`config.mk`:
```
export PLATFORM = sky130hd
export DESIGN_NAME = stepper_phase_decoder_flat
export DESIGN_NICKNAME = d
export VERILOG_FILES = /design/src/rtl/stepper_phase_decoder_pkg.sv /design/src/rtl/stepper_phase_decoder_if.sv /design/src/rtl/stepper_phase_decoder_phase_filter.sv /design/src/rtl/stepper_phase_decoder.sv /design/src/flat_wrapper.sv
export SDC_FILE = /design/constraint.sdc
export NUM_CORES = 1
export LEC_CHECK = 0
export BUFFER_PORTS_ARGS = -buffer_cell sky130_fd_sc_hd__buf_2
export CORE_UTILIZATION = 60
export CTS_BUF_LIST = sky130_fd_sc_hd__clkbuf_2
export DETAILED_ROUTE_END_ITERATION = 10
export PLACE_DENSITY_LB_ADDON = 0.12
export SYNTH_ARGS = -nofsm -noshare
export SYNTH_HDL_FRONTEND = slang
export SYNTH_SLANG_ARGS = --single-unit
```
`constraint.sdc`:
```
create_clock -name clk -period 3.8 [get_ports clk]
set_clock_uncertainty 0.1 [all_clocks]
set_input_delay 0.95 -clock clk [delete_from_list [all_inputs] [get_ports clk]]
set_output_delay 0.95 -clock clk [all_outputs]
set_load 0.01 [all_outputs]
```
`src/rtl/stepper_phase_decoder_pkg.sv`:
```
// Shared definitions for the stepper coil decoder and the motor driver:
// phase codes, coil patterns, position width and the transition rules.
package stepper_pkg;

  localparam int POS_W = 14;

  typedef enum logic [2:0] {
    PH_IDLE = 3'd0,
    PH_P1   = 3'd1,
    PH_P2   = 3'd2,
    PH_P3   = 3'd3,
    PH_P4   = 3'd4,
    PH_BAD  = 3'd7
  } phase_e;

  // Coil patterns, ordered {A1,B1,A2,B2}
  localparam logic [3:0] PAT_IDLE = 4'b0000;
  localparam logic [3:0] PAT_P1   = 4'b1100;
  localparam logic [3:0] PAT_P2   = 4'b0110;
  localparam logic [3:0] PAT_P3   = 4'b0011;
  localparam logic [3:0] PAT_P4   = 4'b1001;

  typedef enum logic [1:0] {
    TR_NONE = 2'd0,
    TR_FWD  = 2'd1,
    TR_REV  = 2'd2,
    TR_ERR  = 2'd3
  } trans_e;

  function automatic phase_e decode_pattern(input logic [3:0] pat);
    phase_e ph;
    case (pat)
      PAT_IDLE: ph = PH_IDLE;
      PAT_P1:   ph = PH_P1;
      PAT_P2:   ph = PH_P2;
      PAT_P3:   ph = PH_P3;
      PAT_P4:   ph = PH_P4;
      default:  ph = PH_BAD;
    endcase
    return ph;
  endfunction

  // P4 has code 4, so its low two bits are 0 and the ring P1..P4 becomes
  // a plain mod-4 difference: +1 forward, -1 reverse, 2 is a skipped phase.
  function automatic trans_e classify(input phase_e from_ph, input phase_e to_ph);
    logic [2:0] f;
    logic [2:0] t;
    logic [1:0] d;
    trans_e     r;
    f = from_ph;
    t = to_ph;
    d = t[1:0] - f[1:0];
    r = TR_ERR;
    if (from_ph == PH_BAD || to_ph == PH_BAD) r = TR_ERR;
    else if (to_ph == PH_IDLE) r = TR_NONE;
    else if (from_ph == PH_IDLE) r = (to_ph == PH_P1 || to_ph == PH_P4) ? TR_NONE : TR_ERR;
    else if (d == 2'd1) r = TR_FWD;
    else if (d == 2'd3) r = TR_REV;
    return r;
  endfunction

endpackage

```
`src/rtl/stepper_phase_decoder_if.sv`:
```
// Coil inputs, control strobes and status outputs of the phase decoder.
interface stepper_phase_decoder_if;
  import stepper_pkg::*;

  logic                    A1;
  logic                    B1;
  logic                    A2;
  logic                    B2;
  logic                    clear;
  logic                    clear_err;
  logic signed [POS_W-1:0] position;
  logic                    dir;
  logic                    moving;
  logic                    step_pulse;
  logic                    err;
  logic [2:0]              phase;

  modport master (
    output A1, B1, A2, B2, clear, clear_err,
    input  position, dir, moving, step_pulse, err, phase
  );

  modport slave (
    input  A1, B1, A2, B2, clear, clear_err,
    output position, dir, moving, step_pulse, err, phase
  );

endinterface

```
`src/rtl/stepper_phase_decoder_phase_filter.sv`:
```
// Synchronizes the raw coil pattern and accepts a new pattern only after it
// has been stable for FILT_CYCLES consecutive clocks.
module phase_filter
  import stepper_pkg::*;
#(
  parameter int FILT_CYCLES = 16
) (
  input  logic       clk,
  input  logic       reset,
  input  logic [3:0] pat_async,
  output logic [3:0] accepted,
  output logic       accept_stb
);

  logic [3:0] sync1;
  logic [3:0] sync2;
  logic [3:0] prev_pat;
  logic [7:0] run_cnt;
  logic [7:0] run_next;
  logic       hit;

  // two-flop synchronizer on every coil line
  always_ff @(posedge clk or negedge reset) begin
    if (!reset) begin
      sync1 <= '0;
      sync2 <= '0;
    end else begin
      sync1 <= pat_async;
      sync2 <= sync1;
    end
  end

  // run length including this sample; saturates so it can never wrap
  always_comb begin
    run_next = 8'd1;
    hit      = 1'b0;
    if (sync2 == prev_pat && run_cnt != 8'd0)
      run_next = (run_cnt == 8'hFF) ? 8'hFF : run_cnt + 8'd1;
    hit = (sync2 != accepted) && (run_next >= 8'(FILT_CYCLES));
  end

  // stability counter and accepted-pattern register
  always_ff @(posedge clk or negedge reset) begin
    if (!reset) begin
      prev_pat   <= PAT_IDLE;
      run_cnt    <= '0;
      accepted   <= PAT_IDLE;
      accept_stb <= 1'b0;
    end else begin
      accept_stb <= 1'b0;
      prev_pat   <= sync2;
      if (sync2 == accepted) begin
        run_cnt <= '0;
      end else if (hit) begin
        accepted   <= sync2;
        accept_stb <= 1'b1;
        run_cnt    <= '0;
      end else begin
        run_cnt <= run_next;
      end
    end
  end

endmodule

```
`src/rtl/stepper_phase_decoder.sv`:
```
// Decodes filtered stepper coil patterns into a signed position count,
// direction, motion status and a sticky illegal-sequence flag.
module stepper_phase_decoder
  import stepper_pkg::*;
#(
  parameter int FILT_CYCLES    = 16,
  parameter int TIMEOUT_CYCLES = 1048576
) (
  input logic                    clk,
  input logic                    reset,
  stepper_phase_decoder_if.slave bus
);

  localparam int TMO_W = $clog2(TIMEOUT_CYCLES + 1);
  localparam logic [TMO_W-1:0] TMO_LOAD = TMO_W'(TIMEOUT_CYCLES);
  localparam logic [TMO_W-1:0] TMO_ONE  = TMO_W'(1);
  localparam logic signed [POS_W-1:0] POS_ONE = POS_W'(1);

  logic [3:0]              coil_pat;
  logic [3:0]              acc_pat;
  logic                    acc_stb;
  phase_e                  last_ph;
  trans_e                  dec_kind;
  logic                    dec_vld;
  logic                    count_now;
  phase_e                  phase_q;
  logic signed [POS_W-1:0] pos_q;
  logic                    dir_q;
  logic                    step_q;
  logic                    err_q;
  logic                    moving_q;
  logic [TMO_W-1:0]        tmo_cnt;

  assign coil_pat = {bus.A1, bus.B1, bus.A2, bus.B2};

  phase_filter #(
    .FILT_CYCLES(FILT_CYCLES)
  ) u_filter (
    .clk       (clk),
    .reset     (reset),
    .pat_async (coil_pat),
    .accepted  (acc_pat),
    .accept_stb(acc_stb)
  );

  // classify each newly accepted pattern against the previously accepted one
  always_ff @(posedge clk or negedge reset) begin
    if (!reset) begin
      last_ph  <= PH_IDLE;
      dec_kind <= TR_NONE;
      dec_vld  <= 1'b0;
    end else begin
      dec_vld <= acc_stb;
      if (acc_stb) begin
        last_ph  <= decode_pattern(acc_pat);
        dec_kind <= classify(last_ph, decode_pattern(acc_pat));
      end
    end
  end

  // clear suppresses the count but the new phase is still taken
  assign count_now = dec_vld && (dec_kind == TR_FWD || dec_kind == TR_REV) && !bus.clear;

  // position, direction, phase, step pulse and sticky error
  always_ff @(posedge clk or negedge reset) begin
    if (!reset) begin
      phase_q <= PH_IDLE;
      pos_q   <= '0;
      dir_q   <= 1'b0;
      step_q  <= 1'b0;
      err_q   <= 1'b0;
    end else begin
      step_q <= count_now;
      if (dec_vld) phase_q <= last_ph;
      if (bus.clear) pos_q <= '0;
      else if (count_now) pos_q <= (dec_kind == TR_FWD) ? pos_q + POS_ONE : pos_q - POS_ONE;
      if (count_now) dir_q <= (dec_kind == TR_FWD);
      if (dec_vld && dec_kind == TR_ERR) err_q <= 1'b1;
      else if (bus.clear || bus.clear_err) err_q <= 1'b0;
    end
  end

  // motion timeout: down-counter reloaded on every count, stops at zero
  always_ff @(posedge clk or negedge reset) begin
    if (!reset) begin
      tmo_cnt  <= '0;
      moving_q <= 1'b0;
    end else if (count_now) begin
      tmo_cnt  <= TMO_LOAD;
      moving_q <= 1'b1;
    end else if (tmo_cnt != '0) begin
      tmo_cnt  <= tmo_cnt - TMO_ONE;
      moving_q <= (tmo_cnt != TMO_ONE);
    end
  end

  assign bus.position   = pos_q;
  assign bus.dir        = dir_q;
  assign bus.moving     = moving_q;
  assign bus.step_pulse = step_q;
  assign bus.err        = err_q;
  assign bus.phase      = phase_q;

endmodule

```
`src/flat_wrapper.sv`:
```
// flat-port wrapper written by rule: the top's interface ports become plain ports
module stepper_phase_decoder_flat import stepper_pkg::*;
#(
  parameter int FILT_CYCLES    = 16,
  parameter int TIMEOUT_CYCLES = 1048576
)
  (clk, reset, bus_A1, bus_B1, bus_A2, bus_B2, bus_clear, bus_clear_err, bus_position, bus_dir, bus_moving, bus_step_pulse, bus_err, bus_phase);
  stepper_phase_decoder_if bus_i ();
  input logic clk;
  input logic reset;
  input wire logic [$bits(bus_i.A1)-1:0] bus_A1;
  input wire logic [$bits(bus_i.B1)-1:0] bus_B1;
  input wire logic [$bits(bus_i.A2)-1:0] bus_A2;
  input wire logic [$bits(bus_i.B2)-1:0] bus_B2;
  input wire logic [$bits(bus_i.clear)-1:0] bus_clear;
  input wire logic [$bits(bus_i.clear_err)-1:0] bus_clear_err;
  output wire logic [$bits(bus_i.position)-1:0] bus_position;
  output wire logic [$bits(bus_i.dir)-1:0] bus_dir;
  output wire logic [$bits(bus_i.moving)-1:0] bus_moving;
  output wire logic [$bits(bus_i.step_pulse)-1:0] bus_step_pulse;
  output wire logic [$bits(bus_i.err)-1:0] bus_err;
  output wire logic [$bits(bus_i.phase)-1:0] bus_phase;
  assign bus_i.A1 = bus_A1;
  assign bus_i.B1 = bus_B1;
  assign bus_i.A2 = bus_A2;
  assign bus_i.B2 = bus_B2;
  assign bus_i.clear = bus_clear;
  assign bus_i.clear_err = bus_clear_err;
  assign bus_position = bus_i.position;
  assign bus_dir = bus_i.dir;
  assign bus_moving = bus_i.moving;
  assign bus_step_pulse = bus_i.step_pulse;
  assign bus_err = bus_i.err;
  assign bus_phase = bus_i.phase;
  stepper_phase_decoder #(.FILT_CYCLES(FILT_CYCLES), .TIMEOUT_CYCLES(TIMEOUT_CYCLES)) u_core (.clk(clk), .reset(reset), .bus(bus_i));
endmodule
```
Word level (Yosys, flattened, before mapping):

Index checks and enable logic that the tools add are counted.

* $add $sub $neg: 5
* bitwise logic cells: 1
* order comparisons: 1
* equal/unequal tests: 18
* reductions and logical operators: 19
* mux-type cells: 23

Operator list (count)
* $mux 14: 3
* $mux 21: 2
* $mux 8: 4
* $ne 21x1->1 const B: 1
* $reduce_bool 21->1: 1
* $sub 21x1->21 const B: 1
* $pmux 3 s5: 1
* $add 14x2->14 const B: 1
* $sub 14x2->14 const B: 1
* $mux 2: 5
* $eq 3x3->1 const B: 3
* $add 8x1->8 const B: 1
* $eq 4x4->1: 2
* $eq 4x4->1 const B: 2
* $eq 8x8->1 const B: 1
* $ge 8x5->1 const B: 1
* $reduce_bool 8->1: 1
* $mux 1: 7
* $eq 2x2->1 const B: 3
* $logic_not 3->1: 2
* $reduce_bool 2->1: 3
* $logic_and 1x1->1: 5
* $eq 2x1->1 const B: 2
* $eq 4x2->1 const B: 1
* 10 further kinds: 13

* output and inout port bits: 21
* word-level logic and storage cells: 83
* register bits: 73

Logic depth before layout (Yosys ltp):

Gate-level depths: netlist of run 1.

* depth after elaboration: 10
* gate-level depth with buffers: 10
* gate-level depth less buffers: 10

By module:

Synthesis of run 1 repeated with hierarchy kept, for this count alone.

* cell total of the unflattened synthesis: 374
* area total of the unflattened synthesis: 3897.5 um2

Modules (own cells, without submodules)
* stepper_phase_decoder: seq. area each 1201.2 um2, times used 1, area each 2901.5 um2, cells each 301
* phase_filter: seq. area each 625.6 um2, times used 1, area each 996.0 um2, cells each 73

Worst setup path after synthesis of run 1:

OpenSTA, ideal clock, no wires.

* kind: register to register
* from: register u_core.dec_kind[1]
* to: register u_core.pos_q[13] (netlist: u_core.bus.position[13])
* path buffers: 0
* arrival: 2.508 ns
* library setup time: 0.125 ns
* stages on the path, launching flop included: 11
* data required time: 3.575 ns
* setup slack: 1.067 ns
* cell sequence: dfrtp_1 -> inv_1 -> ha_1 -> inv_1 -> ha_1 -> and4_1 -> o221a_2 -> o21ai_0 -> a31o_2 -> a211oi_1 -> mux2_2

* longest elaborated chain between the ends: 5

RTL lines
* from (decl): line stepper_phase_decoder.sv:23 `trans_e dec_kind;`
* from (signal assigned): line stepper_phase_decoder.sv:56 `dec_kind <= classify(last_ph, decode_pattern(acc_pat));`
* $eq 2x1->1 or $eq 2x2->1 (tied branches): line stepper_phase_decoder.sv:62, stepper_phase_decoder.sv:76
* $logic_or 1x1->1: line stepper_phase_decoder.sv:62 `assign count_now = dec_vld && (dec_kind == TR_FWD || dec_kind == TR_REV) && !bus.clear;`
* $logic_and 1x1->1 (2 in series): line stepper_phase_decoder.sv:62
* $reduce_bool 2->1 (no line)
* to (signal assigned): line stepper_phase_decoder.sv:76 `else if (count_now) pos_q <= (dec_kind == TR_FWD) ? pos_q + POS_ONE : pos_q - POS_ONE;`
* to (decl): line stepper_phase_decoder.sv:27 `logic signed [POS_W-1:0] pos_q;`

Several ways; a longest one is shown, not always the timed one. The select of a mux whose other input is x is not followed.
A chain may end at the register's enable or synchronous reset.

Worst setup path after layout of run 1:

Ends and elaborated chain as after synthesis.

==> impl_metrics.toml, run 1 <==
[pwr]
power.density_nw_per_um2 = 631
leakagePower_uw = 0.00194
vdd_ir_drop_max_mv = 0.402

[sta]
grt_setup_unrepaired = "no"
max_slew_margin = 0.397
fin_crit_ps = 3060
setup_viol = 0
tightest_slew_ps = 902
tns_ps = 0
finalWorstSetupSlack_ps = 738
slew_violations = 0
fin_crit_sh = 0.806
fmax_mhz = 327
finalHoldViolCount = 0

[clock_network]
root_buffer = "clkbuf_2"
cts_sinks = 73
cts_buffer_depth = 2
post_cts_buffers = 0
cts.clk_slew.worst_paths_ps = 220
cts_tree = "done"
cts_htree_levels = 3
cts_made_buffers = 9
clk_latency_ps = 510
cts_resized = 0
cts_hold_buf = 0

[detailed_routing]
wl_per_cell_um = 14.6
initialDrtViolationCount = 148
dr.pass1.iters = 4
detail_route.vias_per_cell = 5.82
vias = 2847
drc = 0
detail-route-antenna-nets = 0
drt_wl_total_mm = 7.12

[min_path]
hold_start = "u_core.u_filter.sync1[0]"
hold_class = "flip-flop to flip-flop"

[synthesis]
yosysTopAreaCellShare = 0.461
synth.largest_area_cell = "dfrtp_1"
ys_warn_count = 0
async_reset_ff_frac = 1.00
synth.distinct_cells = 66
synth_area_um2 = 3960
ys_seq_elements = 73
synthesis.instances = 378
ys_seq_area_frac = 0.461
syn_area_per_cell_um2 = 10.5
synth_edf_count = 0
yosys-top-cells-area = "dfrtp_1 46%, ha_1 6.0%, xor2_1 4.0%"
synth_ff_type = "dfrtp_1"

[outcome]
status = "finished, final reports clean"

[placed_design]
place.gp.congestion = 0.806
portBuffers = 28
dpl.hpwl_mm = 4.85
pre_cts_slack_ps = 739

[job]
maxCapViolCount = 0

[final_layout]
area_growth_syn_to_layout_pct = 8.53
fin_nets = 435
diodes = 0
drive_gt1_frac = 0.184

[floorplan]
die_height_um = 83.2
dieArea_um2 = 6930
ios = 29
rows = 29
initial_core_util = 0.623
core_um2 = 6350
die_width_um = 83.2

[setup_path]
cp-start-kind = "flip-flop"
worstSetupPathType = "flip-flop to flip-flop"
critPathMaxFanout = 13
critical_path_required_ps = 4130
arrival_ps = 3390
r2r_start = "u_core.dec_kind[1]"
endpoint_kind = "flip-flop"
crit_path_start = "u_core.dec_kind[1]"

[grt]
grt_overflow = 0
grtUsageTotal = 0.227
grt_pass1_vias = 2819
grt_pass1_wl_mm = 12.6
grt_max_degree = 74
antenna_found_initial = 0
[cell type report]
cell class,count,area (µm²)
fillers,486,2050
well taps,77,96.3
clock buffers,11,55.1
repair buffers,29,150
multi-input cells,277,2020
clock inverters,5,80.1
flip-flops and latches,73,1830
inverters,17,63.8
[sequential cells by signal, summed over array words and instances, names as in the netlist]
register                    flops
u_core.bus.moving               1
u_core.bus.step_pulse           1
u_core.tmo_cnt                 21
u_core.u_filter.sync2           4
u_core.bus.position            14
u_core.u_filter.sync1           4
u_core.u_filter.prev_pat        4
u_core.bus.dir                  1
u_core.bus.err                  1
u_core.last_ph                  3
u_core.dec_vld                  1
u_core.u_filter.run_cnt         8
u_core.dec_kind                 2
u_core.u_filter.accept_stb      1
u_core.bus.phase                3
u_core.u_filter.accepted        4
[path summary, 6_finish.rpt]
path / slack [ps] / to / cells after the start
min reg2reg: 270 / u_core.u_filter.sync2[0] / 0
min in group asynchronous: 430 / u_core.bus.position[2] / 1
max: 740 / u_core.bus.position[13] / 10
max in group asynchronous: 2580 / u_core.u_filter.sync2[0] / 1
max reg2reg: 740 / u_core.bus.position[13] / 10
min: 270 / u_core.u_filter.sync2[0] / 0
[power breakdown]
part,internal (µW),switching (µW)
registers,963,236
logic,471,546
clock network,222,274
[cells in the mapped netlist (all sizes together) (3+ instances only)]
cell,number
nand3,12
nand2b,3
and4,3
inv,17
clkbuf,13
nor2b,5
o31ai,3
nor3,13
and3,5
o32a,3
a21o,3
a311o,4
a211oi,6
nor2,38
nor4b,4
nand2,19
mux2,10
ha,19
nand4,3
nand4b,3
o21ai,16
or3,8
nor4,3
xnor2,15
or4,4
dfrtp,73
xor2,18
a21oi,24
[through the flow]
| step | area (µm²) | total power, µW | cells | util | hold WS [ps] |
|---|---|---|---|---|---|
| 6_report | 4300 | 2710 | 489 | 0.677 | 271 |
| 5_1_grt | 4300 | 2930 | 489 | 0.677 | 282 |
| 4_1_cts | 4300 | 2730 | 489 | 0.677 | 271 |
| 3_5_place_dp | 4160 | 2230 | 473 | 0.655 | 235 |
| 3_3_place_gp | 4160 | 2200 | 473 | 0.655 | 232 |
| 2_1_floorplan | 3970 | 2000 | 381 | - | 231 |
[cells by family after synthesis]
logic type / after synthesis / share of synthesized area
other: 1 / 0.000947
XOR/XNOR: 33 / 0.0730
multiplexers: 11 / 0.0310
flip-flops: 73 / 0.461
adder cells (fa/ha/maj): 20 / 0.0651
AND/OR/NAND/NOR: 127 / 0.193
AO/OA/AOI/OAI: 82 / 0.145
buffers and inverters: 31 / 0.0300
[critical path, stage by stage (launching register included)]
cell and delay [ps]:
dfrtp_1 440, inv_1 60, ha_1 230, inv_1 270, ha_1 480, and4_1 280
o221a_2 180, o21ai_0 120, a31o_2 240, a211oi_1 240, mux2_2 370
[routing by layer]
layer | vias to the layer above | wire length, µm | track usage
li1 | 1423 | - | -
met1 | 1361 | 3410 | 0.302
met2 | 50 | 3310 | 0.368
met3 | 13 | 273 | 0.0417
met4 | 0 | 129 | 0.0893
met5 | - | 0 | 0
[layout by cell type (no fill, tap or decap), types with 7 or more instances in the layout]
| cell | n |
|---|---|
| xnor2_1 | 15 |
| nor3_1 | 7 |
| clkbuf_2 | 11 |
| or3_1 | 7 |
| nand2_1 | 18 |
| xor2_1 | 18 |
| mux2_2 | 10 |
| nand3_1 | 12 |
| ha_1 | 19 |
| a21oi_1 | 23 |
| nor2_1 | 38 |
| buf_2 | 27 |
| o21ai_0 | 15 |
| inv_1 | 17 |
| dfrtp_1 | 73 |
Note: power is estimated with default switching activity, not from simulation.
==> run 2: changes to the inputs <==
clock period = 2.9 ns   (was 3.8 ns; I/O delays follow)
==> run 2 against run 1 <==
Combinational power is 36% higher; wire length is 6.2% higher; total power is 34% higher; maximum frequency is 13% higher; utilization is 1.0 points higher; register-to-register slack worse by 540 ps; critical path depth stayed put.
==> impl_metrics.toml, run 2 (synthesized netlist as in run 1, its figures left out) <==
[setup_path]
r2r_start = "u_core.dec_kind[1]"
crit_slowest_cell = "dfrtp_1"
ff2ff_setup_slack_ps = 200
path_cells = "inv_1 -> ha_1 -> inv_2 -> ha_2 -> and4_1 -> o221a_2 -> o21ai_0 -> a31o_2 -> a211oi_1 -> mux2_2"
endpoint_kind = "flip-flop"
cp-start-kind = "flip-flop"
critPathMaxFanout = 9
r2r-end = "u_core.bus.position[13]"
critPathMaxStageDelay_ps = 440
critical_path_required_ps = 3250
crit_path_start = "u_core.dec_kind[1]"
worstSetupPathType = "flip-flop to flip-flop"
reg2reg_depth = 10
arrival_ps = 3050

[placed_design]
place.gp.congestion = 0.849
place_area_um2 = 4220
dpl.hpwl_mm = 5.13
pre_cts_slack_ps = 127
dp.cells = 481
portBuffers = 28

[sta]
finalHoldViolCount = 0
slew_violations = 0
setup_viol = 0
max_slew_margin = 0.407
fin_crit_ps = 2700
fmax_mhz = 370
grt_setup_unrepaired = "no"
tightest_slew_ps = 890
fin_crit_sh = 0.931
finalWorstSetupSlack_ps = 199
tns_ps = 0

[final_layout]
area_growth_syn_to_layout_pct = 10.2
fin_cells = 497
layout_commonest_cell = "dfrtp_1"
drive_gt1_frac = 0.202
largest_register = "u_core.tmo_cnt"
final_cell_mix = "73 x dfrtp_1, 38 x nor2_1, 27 x buf_2"
final_area_um2 = 4360
fin_util = 0.687
diodes = 0
largest_reg_flops = 21
fin_nets = 443

[grt]
grt_pass1_vias = 2823
grtUsageTotal = 0.231
grt_pass1_wl_mm = 12.9
grt_overflow = 0
grt_max_degree = 74
antenna_found_initial = 0

[detailed_routing]
dr.pass1.iters = 4
detail-route-antenna-nets = 0
route.met2.wl_mm = 3.46
vias = 2925
wl_per_cell_um = 15.2
drc = 0
wl_met1_mm = 3.70
met3_length_um = 309
initialDrtViolationCount = 136
detail_route.vias_per_cell = 5.89
drt_wl_total_mm = 7.57
top_layer = "met4"

[pwr]
vdd_ir_drop_max_mv = 0.509
leakagePower_uw = 0.00197
power.density_nw_per_um2 = 833

[clock_network]
cts_made_buffers = 9
cts.clk_slew.worst_paths_ps = 220
cts_htree_levels = 3
cts_buffer_depth = 2
clk_latency_ps = 520
root_buffer = "clkbuf_2"
cts_tree = "done"
cts_sinks = 73

[floorplan]
die_width_um = 83.2
dieArea_um2 = 6930
ios = 29
die_height_um = 83.2
core_um2 = 6350
rows = 29
initial_core_util = 0.623

[job]
maxCapViolCount = 0

[min_path]
hold_class = "primary input to asynchronous set/reset pin"

[outcome]
status = "finished, final reports clean"
[run 2: report_power, final]
part	switching, µW	leakage [µW]	internal [µW]
sequential	314	0.000901	1260
clock	386	0.0000780	286
combinational	738	0.000993	649
total	1440	0.00197	2200
[run 2: critical path: cells and delay by family (launching register included)]
family	cells	cell delay, ps
adder cells (fa/ha/maj)	2	550
AND/OR/NAND/NOR	1	260
multiplexers	1	360
AO/OA/AOI/OAI	4	760
buffers and inverters	2	160
flip-flops	1	440
[run 2: timing repair]
item,4_1_cts,5_1_grt
hold buffers,0,0
setup endpoints to repair,0,4
setup buffers,0,0
resized for setup,0,5
[run 2: worst max path at each step]
stage	cells past startpoint	slack, ps	to
final	10	200	u_core.bus.position[13]
after global routing	10	20	u_core.bus.position[13]
after CTS	9	100	u_core.bus.position[8]
after detailed placement	10	130	u_core.bus.position[13]
after global placement	10	180	u_core.bus.position[13]
after floorplan	10	170	u_core.bus.position[13]
[run 2: through the flow]
step | hold WS, ps | power (µW)
5_1_grt | 127 | 3900
6_report | 190 | 3630
3_3_place_gp | 233 | 2910
2_1_floorplan | 231 | 2620
4_1_cts | 153 | 3640
3_5_place_dp | 237 | 2970
[run 2: layout make-up]
type                            count  area [µm²]
Tap cell                           77        96.3
Clock inverter                      7        92.6
Multi-Input combinational cell    277        2030
Inverter                           17        63.8
Fill cell                         483        1990
Timing Repair Buffer               37         210
Clock buffer                        9        45.0
Sequential cell                    73        1830
[run 2: routing by layer]
| layer | GRT usage | vias up |
|---|---|---|
| met5 | 0 | - |
| met4 | 0.0972 | 0 |
| met3 | 0.0586 | 11 |
| met2 | 0.357 | 54 |
| met1 | 0.311 | 1430 |
| li1 | - | 1430 |
